## src/rtl/out_fifo_wr_feeder.sv

```systemverilog
// -----------------------------------------------------------------------------
// out_fifo_wr_feeder
// Write-side feeder placed directly in front of a PHY OUT_FIFO running in
// ARRAY_MODE_8_X_4. 80-bit words (ten byte lanes) arrive on a valid/ready
// stream and pass through a 2-entry skid FIFO. The feeder then writes them into
// the OUT_FIFO one word per cycle, and only while both FULL and ALMOSTFULL are
// low. After reset it performs no accepts or writes for RST_WAIT_CYCLES+1
// edges.
//
// Ports
//   WRCLK      : clock, shared with OUT_FIFO WRCLK
//   RESET      : asynchronous reset, active-high
//   S_DATA     : input word, lane k = S_DATA[8k+7:8k]
//   S_VALID    : S_DATA valid
//   S_READY    : feeder can take a word this cycle (registers only)
//   FULL       : OUT_FIFO FULL flag
//   ALMOSTFULL : OUT_FIFO ALMOSTFULL flag
//   D0..D9     : registered lane data to OUT_FIFO
//   WREN       : registered write strobe to OUT_FIFO
//   WR_COUNT   : WREN pulses issued since reset, wraps silently
//   BUSY       : skid buffer holds data or a write is on the bus
// -----------------------------------------------------------------------------
module out_fifo_wr_feeder #(
  parameter int unsigned RST_WAIT_CYCLES = 4,
  parameter int unsigned CNT_WIDTH       = 16
) (
  input  logic                 WRCLK,
  input  logic                 RESET,
  input  logic [79:0]          S_DATA,
  input  logic                 S_VALID,
  output logic                 S_READY,
  input  logic                 FULL,
  input  logic                 ALMOSTFULL,
  output logic [7:0]           D0,
  output logic [7:0]           D1,
  output logic [7:0]           D2,
  output logic [7:0]           D3,
  output logic [7:0]           D4,
  output logic [7:0]           D5,
  output logic [7:0]           D6,
  output logic [7:0]           D7,
  output logic [7:0]           D8,
  output logic [7:0]           D9,
  output logic                 WREN,
  output logic [CNT_WIDTH-1:0] WR_COUNT,
  output logic                 BUSY
);

  typedef enum logic [0:0] {
    ST_WAIT = 1'b0,
    ST_RUN  = 1'b1
  } state_t;

  localparam logic [7:0]           WAIT_INIT = 8'(RST_WAIT_CYCLES);
  localparam logic [CNT_WIDTH-1:0] CNT_ONE   = {{(CNT_WIDTH-1){1'b0}}, 1'b1};

  state_t                state_q, state_d;
  logic [7:0]            wait_cnt_q, wait_cnt_d;
  logic [79:0]           mem_q [2];
  logic [79:0]           mem_d [2];
  logic                  head_q, head_d;
  logic [1:0]            occ_q, occ_d;
  logic                  wren_q, wren_d;
  logic [79:0]           data_q, data_d;
  logic [CNT_WIDTH-1:0]  wr_count_q, wr_count_d;

  logic                  ready_s;
  logic                  accept_s;
  logic                  wr_ok_s;
  logic                  pop_s;
  logic                  tail_s;

  // Handshake and issue decisions depend only on registers and the current flags.
  always_comb begin
    ready_s  = (state_q == ST_RUN) && (occ_q != 2'd2);
    accept_s = S_VALID && ready_s;
    // ALMOSTFULL also stops writes, because the OUT_FIFO flags lag the writes.
    wr_ok_s  = !FULL && !ALMOSTFULL;
    pop_s    = (state_q == ST_RUN) && (occ_q != 2'd0) && wr_ok_s;
    // The tail is the head slot when the buffer is empty, otherwise the other slot.
    tail_s   = head_q ^ occ_q[0];
  end

  // Next state: recovery countdown, skid buffer update, OUT_FIFO write issue.
  always_comb begin
    state_d    = state_q;
    wait_cnt_d = wait_cnt_q;
    mem_d      = mem_q;
    head_d     = head_q;
    occ_d      = occ_q;
    wren_d     = 1'b0;
    data_d     = data_q;
    wr_count_d = wr_count_q;

    case (state_q)
      ST_WAIT: begin
        if (wait_cnt_q == 8'd0) begin
          state_d = ST_RUN;
        end else begin
          wait_cnt_d = wait_cnt_q - 8'd1;
        end
      end
      ST_RUN: begin
        state_d = ST_RUN;
      end
      default: begin
        state_d = ST_WAIT;
      end
    endcase

    // The buffer is never bypassed: an accepted word always lands in the tail first.
    if (accept_s) begin
      mem_d[tail_s] = S_DATA;
    end else begin
      mem_d[tail_s] = mem_q[tail_s];
    end

    if (pop_s) begin
      wren_d     = 1'b1;
      data_d     = mem_q[head_q];
      head_d     = ~head_q;
      wr_count_d = wr_count_q + CNT_ONE;
    end else begin
      wren_d     = 1'b0;
      data_d     = data_q;
    end

    case ({accept_s, pop_s})
      2'b10:   occ_d = occ_q + 2'd1;
      2'b01:   occ_d = occ_q - 2'd1;
      default: occ_d = occ_q;
    endcase
  end

  // State and output registers. Reset drops any buffered words.
  always_ff @(posedge WRCLK or posedge RESET) begin
    if (RESET) begin
      state_q    <= ST_WAIT;
      wait_cnt_q <= WAIT_INIT;
      mem_q[0]   <= 80'd0;
      mem_q[1]   <= 80'd0;
      head_q     <= 1'b0;
      occ_q      <= 2'd0;
      wren_q     <= 1'b0;
      data_q     <= 80'd0;
      wr_count_q <= {CNT_WIDTH{1'b0}};
    end else begin
      state_q    <= state_d;
      wait_cnt_q <= wait_cnt_d;
      mem_q      <= mem_d;
      head_q     <= head_d;
      occ_q      <= occ_d;
      wren_q     <= wren_d;
      data_q     <= data_d;
      wr_count_q <= wr_count_d;
    end
  end

  assign S_READY  = ready_s;
  assign WREN     = wren_q;
  assign WR_COUNT = wr_count_q;
  assign BUSY     = (occ_q != 2'd0) || wren_q;
  assign D0       = data_q[7:0];
  assign D1       = data_q[15:8];
  assign D2       = data_q[23:16];
  assign D3       = data_q[31:24];
  assign D4       = data_q[39:32];
  assign D5       = data_q[47:40];
  assign D6       = data_q[55:48];
  assign D7       = data_q[63:56];
  assign D8       = data_q[71:64];
  assign D9       = data_q[79:72];

endmodule

```

## config.mk

```make
export PLATFORM = sky130hd
export DESIGN_NAME = out_fifo_wr_feeder
export DESIGN_NICKNAME = d
export VERILOG_FILES = /design/src/rtl/out_fifo_wr_feeder.sv
export SDC_FILE = /design/constraint.sdc
export NUM_CORES = 1
export LEC_CHECK = 0
export CAP_MARGIN = 20
export CORE_MARGIN = 3
export CORE_UTILIZATION = 57
export CTS_BUF_LIST = sky130_fd_sc_hd__clkbuf_4 sky130_fd_sc_hd__clkbuf_8
export CTS_CLUSTER_DIAMETER = 100
export DETAILED_ROUTE_END_ITERATION = 10
export GPL_ROUTABILITY_DRIVEN = 0
export PLACE_DENSITY = 0.84
export SYNTH_ARGS = -nofsm -noshare
export SYNTH_HDL_FRONTEND = slang
export SYNTH_SLANG_ARGS = --single-unit
```

## constraint.sdc

```tcl
create_clock -name WRCLK -period 23.8 [get_ports WRCLK]
set_clock_uncertainty 0.1 [all_clocks]
set_input_delay 7.14 -clock WRCLK [delete_from_list [all_inputs] [get_ports WRCLK]]
set_output_delay 7.14 -clock WRCLK [all_outputs]
set_load 0.03 [all_outputs]
```

======== Word-level counts from Yosys, hierarchy flattened ========
Index checks and enable logic that the tools add are counted.
word-level totals
  register bits ........................... 269
  logic and storage cells ................. 53
  output and inout port bits .............. 99
  bits of input ports ..................... 85
cells by class
  order comparisons ....................... 3
  bitwise operators ....................... 6
  reductions and logical operators ........ 13
  add/sub/neg operators ................... 4
  muxes and demuxes ....................... 15
  equality and inequality tests ........... 3
operator list
  kind                                                                   count
  80-bit 2-to-1 mux                                                      7
  160-bit bitwise mux                                                    2
  160-bit 2-to-1 mux                                                     1
  80-bit demux with 1-bit select                                         1
  16-bit by 1-bit adder with 16-bit output (second input constant)       1
  8-bit zero test                                                        1
  8-bit by 1-bit subtractor with 8-bit output (second input constant)    1
  1-bit logical AND                                                      6
  2-bit >= comparator (second input constant)                            2
  1-bit NOT with 2-bit output                                            2
  2-bit one-hot mux with 2 select lines                                  1
  2-bit nonzero test                                                     2
  1-bit NOT                                                              3
  2-bit by 1-bit adder with 2-bit output (second input constant)         1
  2-bit by 1-bit == test with 1-bit output (second input constant)       1
  2-bit == test (second input constant)                                  1
  1-bit zero test                                                        2
  2-bit by 1-bit < comparator with 1-bit output (second input constant)  1
  1-bit 2-to-1 mux                                                       2
  2-bit inequality test (second input constant)                          1
  1-bit one-hot mux with 2 select lines                                  1
  2-bit AND reduction                                                    1
  2-bit by 1-bit subtractor with 2-bit output (second input constant)    1
  1-bit logical OR                                                       1
  1-bit bitwise XOR                                                      1

======== Longest topological paths before layout ========
  depth after elaboration ................. 8
  gate-level depth with buffers ........... 9
  depth with buffers taken out ............ 7

======== Least setup slack after synthesis ========
OpenSTA, ideal clock, no wires.
  path type ............................... input to register
  start point ............................. input port FULL
  end point ............................... register occ_q[1]
  slack ................................... 15.234 ns
  stages .................................. 6
  library setup time ...................... 0.079 ns
  buffers on the path ..................... 2
  data arrival time ....................... 8.387 ns
  data required time ...................... 23.621 ns
  cell sequence ........................... nor4b_4 -> buf_2 -> buf_2 -> ha_1 -> nor2_1 -> xor2_1
on the way
  cells in the longest elaborated chain, start to end .. 5
  elaborated cells between the ends (all ways) .. 7
  those cells by class .................... 2 x eq/ne; 1 x mux; 4 x reduce/logical
ends and longest elaborated chain
  item                                                                                line  text
  start: declaration                                                                  32    input logic FULL,
  1-bit zero test *                                                                   78    wr_ok_s = !FULL && !ALMOSTFULL;
  1-bit logical AND *                                                                 78
  1-bit logical AND *                                                                 79    pop_s = (state_q == ST_RUN) && (occ_q != 2'd0) && wr_ok_s;
  net pop_s                                                                           70    logic pop_s;
  2-bit by 1-bit == test with 1-bit output / 2-bit == test (equally long branches)    128   case ({accept_s, pop_s})
  2-bit one-hot mux with 2 select lines / 2-bit nonzero test (equally long branches)  -
  end signal: assignment                                                              143   occ_q <= 2'd0;
  end signal: assignment                                                              152   occ_q <= occ_d;
  end: declaration                                                                    62    logic [1:0] occ_q, occ_d;
The timed path passes the listed nets; every way through them passes the cells marked *.
A chain may end at the register's enable or synchronous reset.

======== Worst setup path in the final report ========
  start point ............................. input port ALMOSTFULL
  end point ............................... register occ_q[1]
on the way
  cells in the longest elaborated chain, start to end .. 5
  elaborated cells between the ends (all ways) .. 7
  those cells by class .................... 2 x eq/ne; 1 x mux; 4 x reduce/logical
ends and longest elaborated chain
  item                                                                                line  text
  start: declaration                                                                  33    input logic ALMOSTFULL,
  1-bit zero test *                                                                   78
  1-bit logical AND *                                                                 78
  1-bit logical AND *                                                                 79
  2-bit by 1-bit == test with 1-bit output / 2-bit == test (equally long branches)    128
  2-bit one-hot mux with 2 select lines / 2-bit nonzero test (equally long branches)  -
Every way passes the cells marked *; elsewhere a longest branch is shown, timed or not.

==> results.yml <==
cells_and_area:
  fin_nets: 1082
  fin_cells: 1284
  fin_util_pct: 74.1
  antennaDiodeCount: 0
  drive_gt1_share_pct: 25.0
  syn2layout_area_growth_pct: 25.4
drt:
  routed_wl_mm: 23.1
  wire_per_inst_um: 18.0
  via_count: 6870
  remaining_drc_errors: 0
  final_antenna_net_count: 0
  firstDrtPassIters: 6
  drtIter0Drc: 312
  viasPerCell: 5.35
critical_path:
  crit_chain: "clkdlybuf4s50_1, nor4b_4, buf_4, buf_4, ha_1, nor2_1, xor2_1"
  cp_common_cell: "buf_4"
  timing.rr.end: "mem_q[108]"
  reg2reg_depth: 4
  cp_slowest_stage_delay_ns: 0.82
  reg2reg_from: "head_q"
  critPathMaxFanout: 96
  worst_path_max_delay_cell: "buf_4"
  worstSetupStartpointType: "primary input"
  worstPathArrival_ns: 10.17
  r2r_setup_slack_ns: 20.43
  crit_required_ns: 24.15
  critPathKind: "primary input to flop"
  cp-end-kind: "flop"
die:
  placementRows: 50
  die_w_um: 147
  start_util_pct: 59.1
  core_area_um2: 19100
  io_pins: 184
  die_h_um: 147
  dieArea_um2: 21500
logic_synthesis:
  netlist_area_um2: 11300
  ys.flop_type: "dfrtp_1"
  synth-seq-area-share_pct: 59.7
  ys_ff_latch: 269
  ys_top_cells_by_area: "dfrtp_1 59%, mux2_4 11%, mux2_2 8.2%"
  syn_nets: 890
  synthDominantCellAreaShare_pct: 59.5
  yosysTopAreaCell: "dfrtp_1"
  synth_most_common_cell: "dfrtp_1"
  syn_area_per_cell_um2: 14.1
  syn_inst: 801
  async_flop_share_pct: 100
  synth_edf_count: 0
  ys_types: 35
  yosys_warnings: 0
  synth_common_cells: "268 x dfrtp_1, 85 x nor2_1, 83 x a21oi_1, 82 x mux2_2"
placed_design:
  place_inst: 1206
  port_buffers: 183
  dpl.hpwl_mm: 14.4
  dp_slack_ns: 13.47
clocking:
  path_clk_slew_ns: 0.06
  cts_tree: "done"
  htree_num_levels: 2
  post_cts_resized: 0
  cts_buffers: 44
  clock_path_buffers: 3
  root_buffer: "clkbuf_8"
  clk_latency_ns: 0.53
  cts_sinks: 269
  cts_hold_buffers: 0
  postCtsSetupBuffers: 0
grt:
  use_met3_pct: 6.67
  grt_use_met1_pct: 29.1
  grt-busiest-layer: "met2"
  grt_start_max_net_pins: 119
  grt_use_met2_pct: 34.1
  grt_pass1_vias: 7266
  grt-ovfl-total: 0
  grt_first_pass_wirelength_mm: 37.8
  antenna_found_initial: 0
  track_usage_pct: 21.5
min_path:
  min_path_cells: 1
  hold_start: "WR_COUNT[15]"
  hp-class: "flop to flop"
  min_to: "WR_COUNT[15]"
timing:
  setup_viol: 0
  hold_viol: 0
  finalCritPeriodShare_pct: 41.3
  period_needed_ns: 9.82
  slew_headroom_pct: 33.9
  rsz0062_at_grt: "false"
  timing.fmax_mhz: 102
  worstMarginPinSlew_ns: 0.992
  drv_slew: 0
  layout_setup_ws_ns: 13.98
  fin_tns_setup_ns: 0
pwr:
  powerDensity_nw_per_um2: 152
  leakage_nw: 6.45
  vdd_drop_max_uv: 98.7
flow_run:
  drv_cap: 0
outcome:
  status: "complete, no violations"
==> logic make-up after synthesis <==
kind of cell / after synthesis / synth area share [%]
and+or+nand+nor: 127 / 5.27
DFF: 269 / 59.7
xor gates and xnor gates: 25 / 1.94
muxes: 242 / 25.9
AOI/OAI and AO/OA: 84 / 3.73
adders and majority gates: 4 / 0.444
buffers and inverters: 50 / 2.98
==> layout by cell type, fill, tap and decap left out, drive strengths merged, types with 2 or more instances in the layout <==
cell | Yosys | routed
nand3 | 6 | 6
clkdlybuf4s50 | 0 | 183
nand2b | 3 | 3
xnor2 | 18 | 18
nor2 | 86 | 86
nand2 | 10 | 10
and2 | 2 | 2
nor4 | 3 | 3
mux2 | 162 | 162
ha | 4 | 4
nand4 | 5 | 5
and3 | 2 | 2
buf | 37 | 8
xor2 | 7 | 7
clkinv | 0 | 4
dfrtp | 268 | 268
mux2i | 80 | 80
inv | 5 | 5
or4 | 2 | 2
nand4b | 2 | 2
a21oi | 83 | 83
clkbuf | 8 | 73
==> layer usage <==
| metal | part of all wire [%] | vias up |
|---|---|---|
| met5 | 0 | - |
| li1 | - | 3182 |
| met3 | 6.4 | 34 |
| met4 | 1.8 | 0 |
| met2 | 48 | 182 |
| met1 | 44 | 3472 |
==> power breakdown <==
part           internal [mW]  leakage, nW  switching [mW]
logic                  0.483         2.80           0.431
registers              0.678         3.15           0.141
clock network          0.239        0.499           0.174
total                   1.40         6.45           0.745
==> how the worst max path moves through the flow <==
stage / start / slack, ns / endpoint
final: ALMOSTFULL / 13.98 / occ_q[1]
after global routing: ALMOSTFULL / 13.79 / occ_q[1]
after CTS: ALMOSTFULL / 14.01 / occ_q[1]
after detailed placement: ALMOSTFULL / 13.47 / occ_q[1]
after global placement: ALMOSTFULL / 13.53 / occ_q[1]
after floorplan: RESET / 9.15 / WREN
==> stage by stage <==
stage | instance area (um^2) | total power [mW] | hold WS [ns]
2_1_floorplan | 11300 | 1.48 | 0.360
3_3_place_gp | 13200 | 1.71 | 0.365
3_5_place_dp | 13200 | 1.74 | 0.375
4_1_cts | 14100 | 2.17 | 0.386
5_1_grt | 14100 | 2.27 | 0.410
6_report | 14100 | 2.14 | 0.381
==> registers in the layout (all words and copies together) (netlist names) <==
signal      flops
occ_q           2
head_q          1
wait_cnt_q      8
mem_q         160
WR_COUNT       16
WREN            1
data_q         80
state_q         1
==> worst max-delay path: cells and delay by family <==
family,cells,cell delay [ns]
XOR/XNOR,1,0.15
adder cells (fa/ha/maj),1,0.41
buffers and inverters,3,1.96
AND/OR/NAND/NOR,2,0.44
==> area by class of cell <==
type                            count  area [um^2]
Inverter                            5         26.3
Sequential cell                   269         6740
Tap cell                          260          325
Clock inverter                      4         20.0
Multi-Input combinational cell    482         4220
Clock buffer                       73          905
Fill cell                        1239         4930
Timing Repair Buffer              191         1910
(Power assumes the default switching activity.)
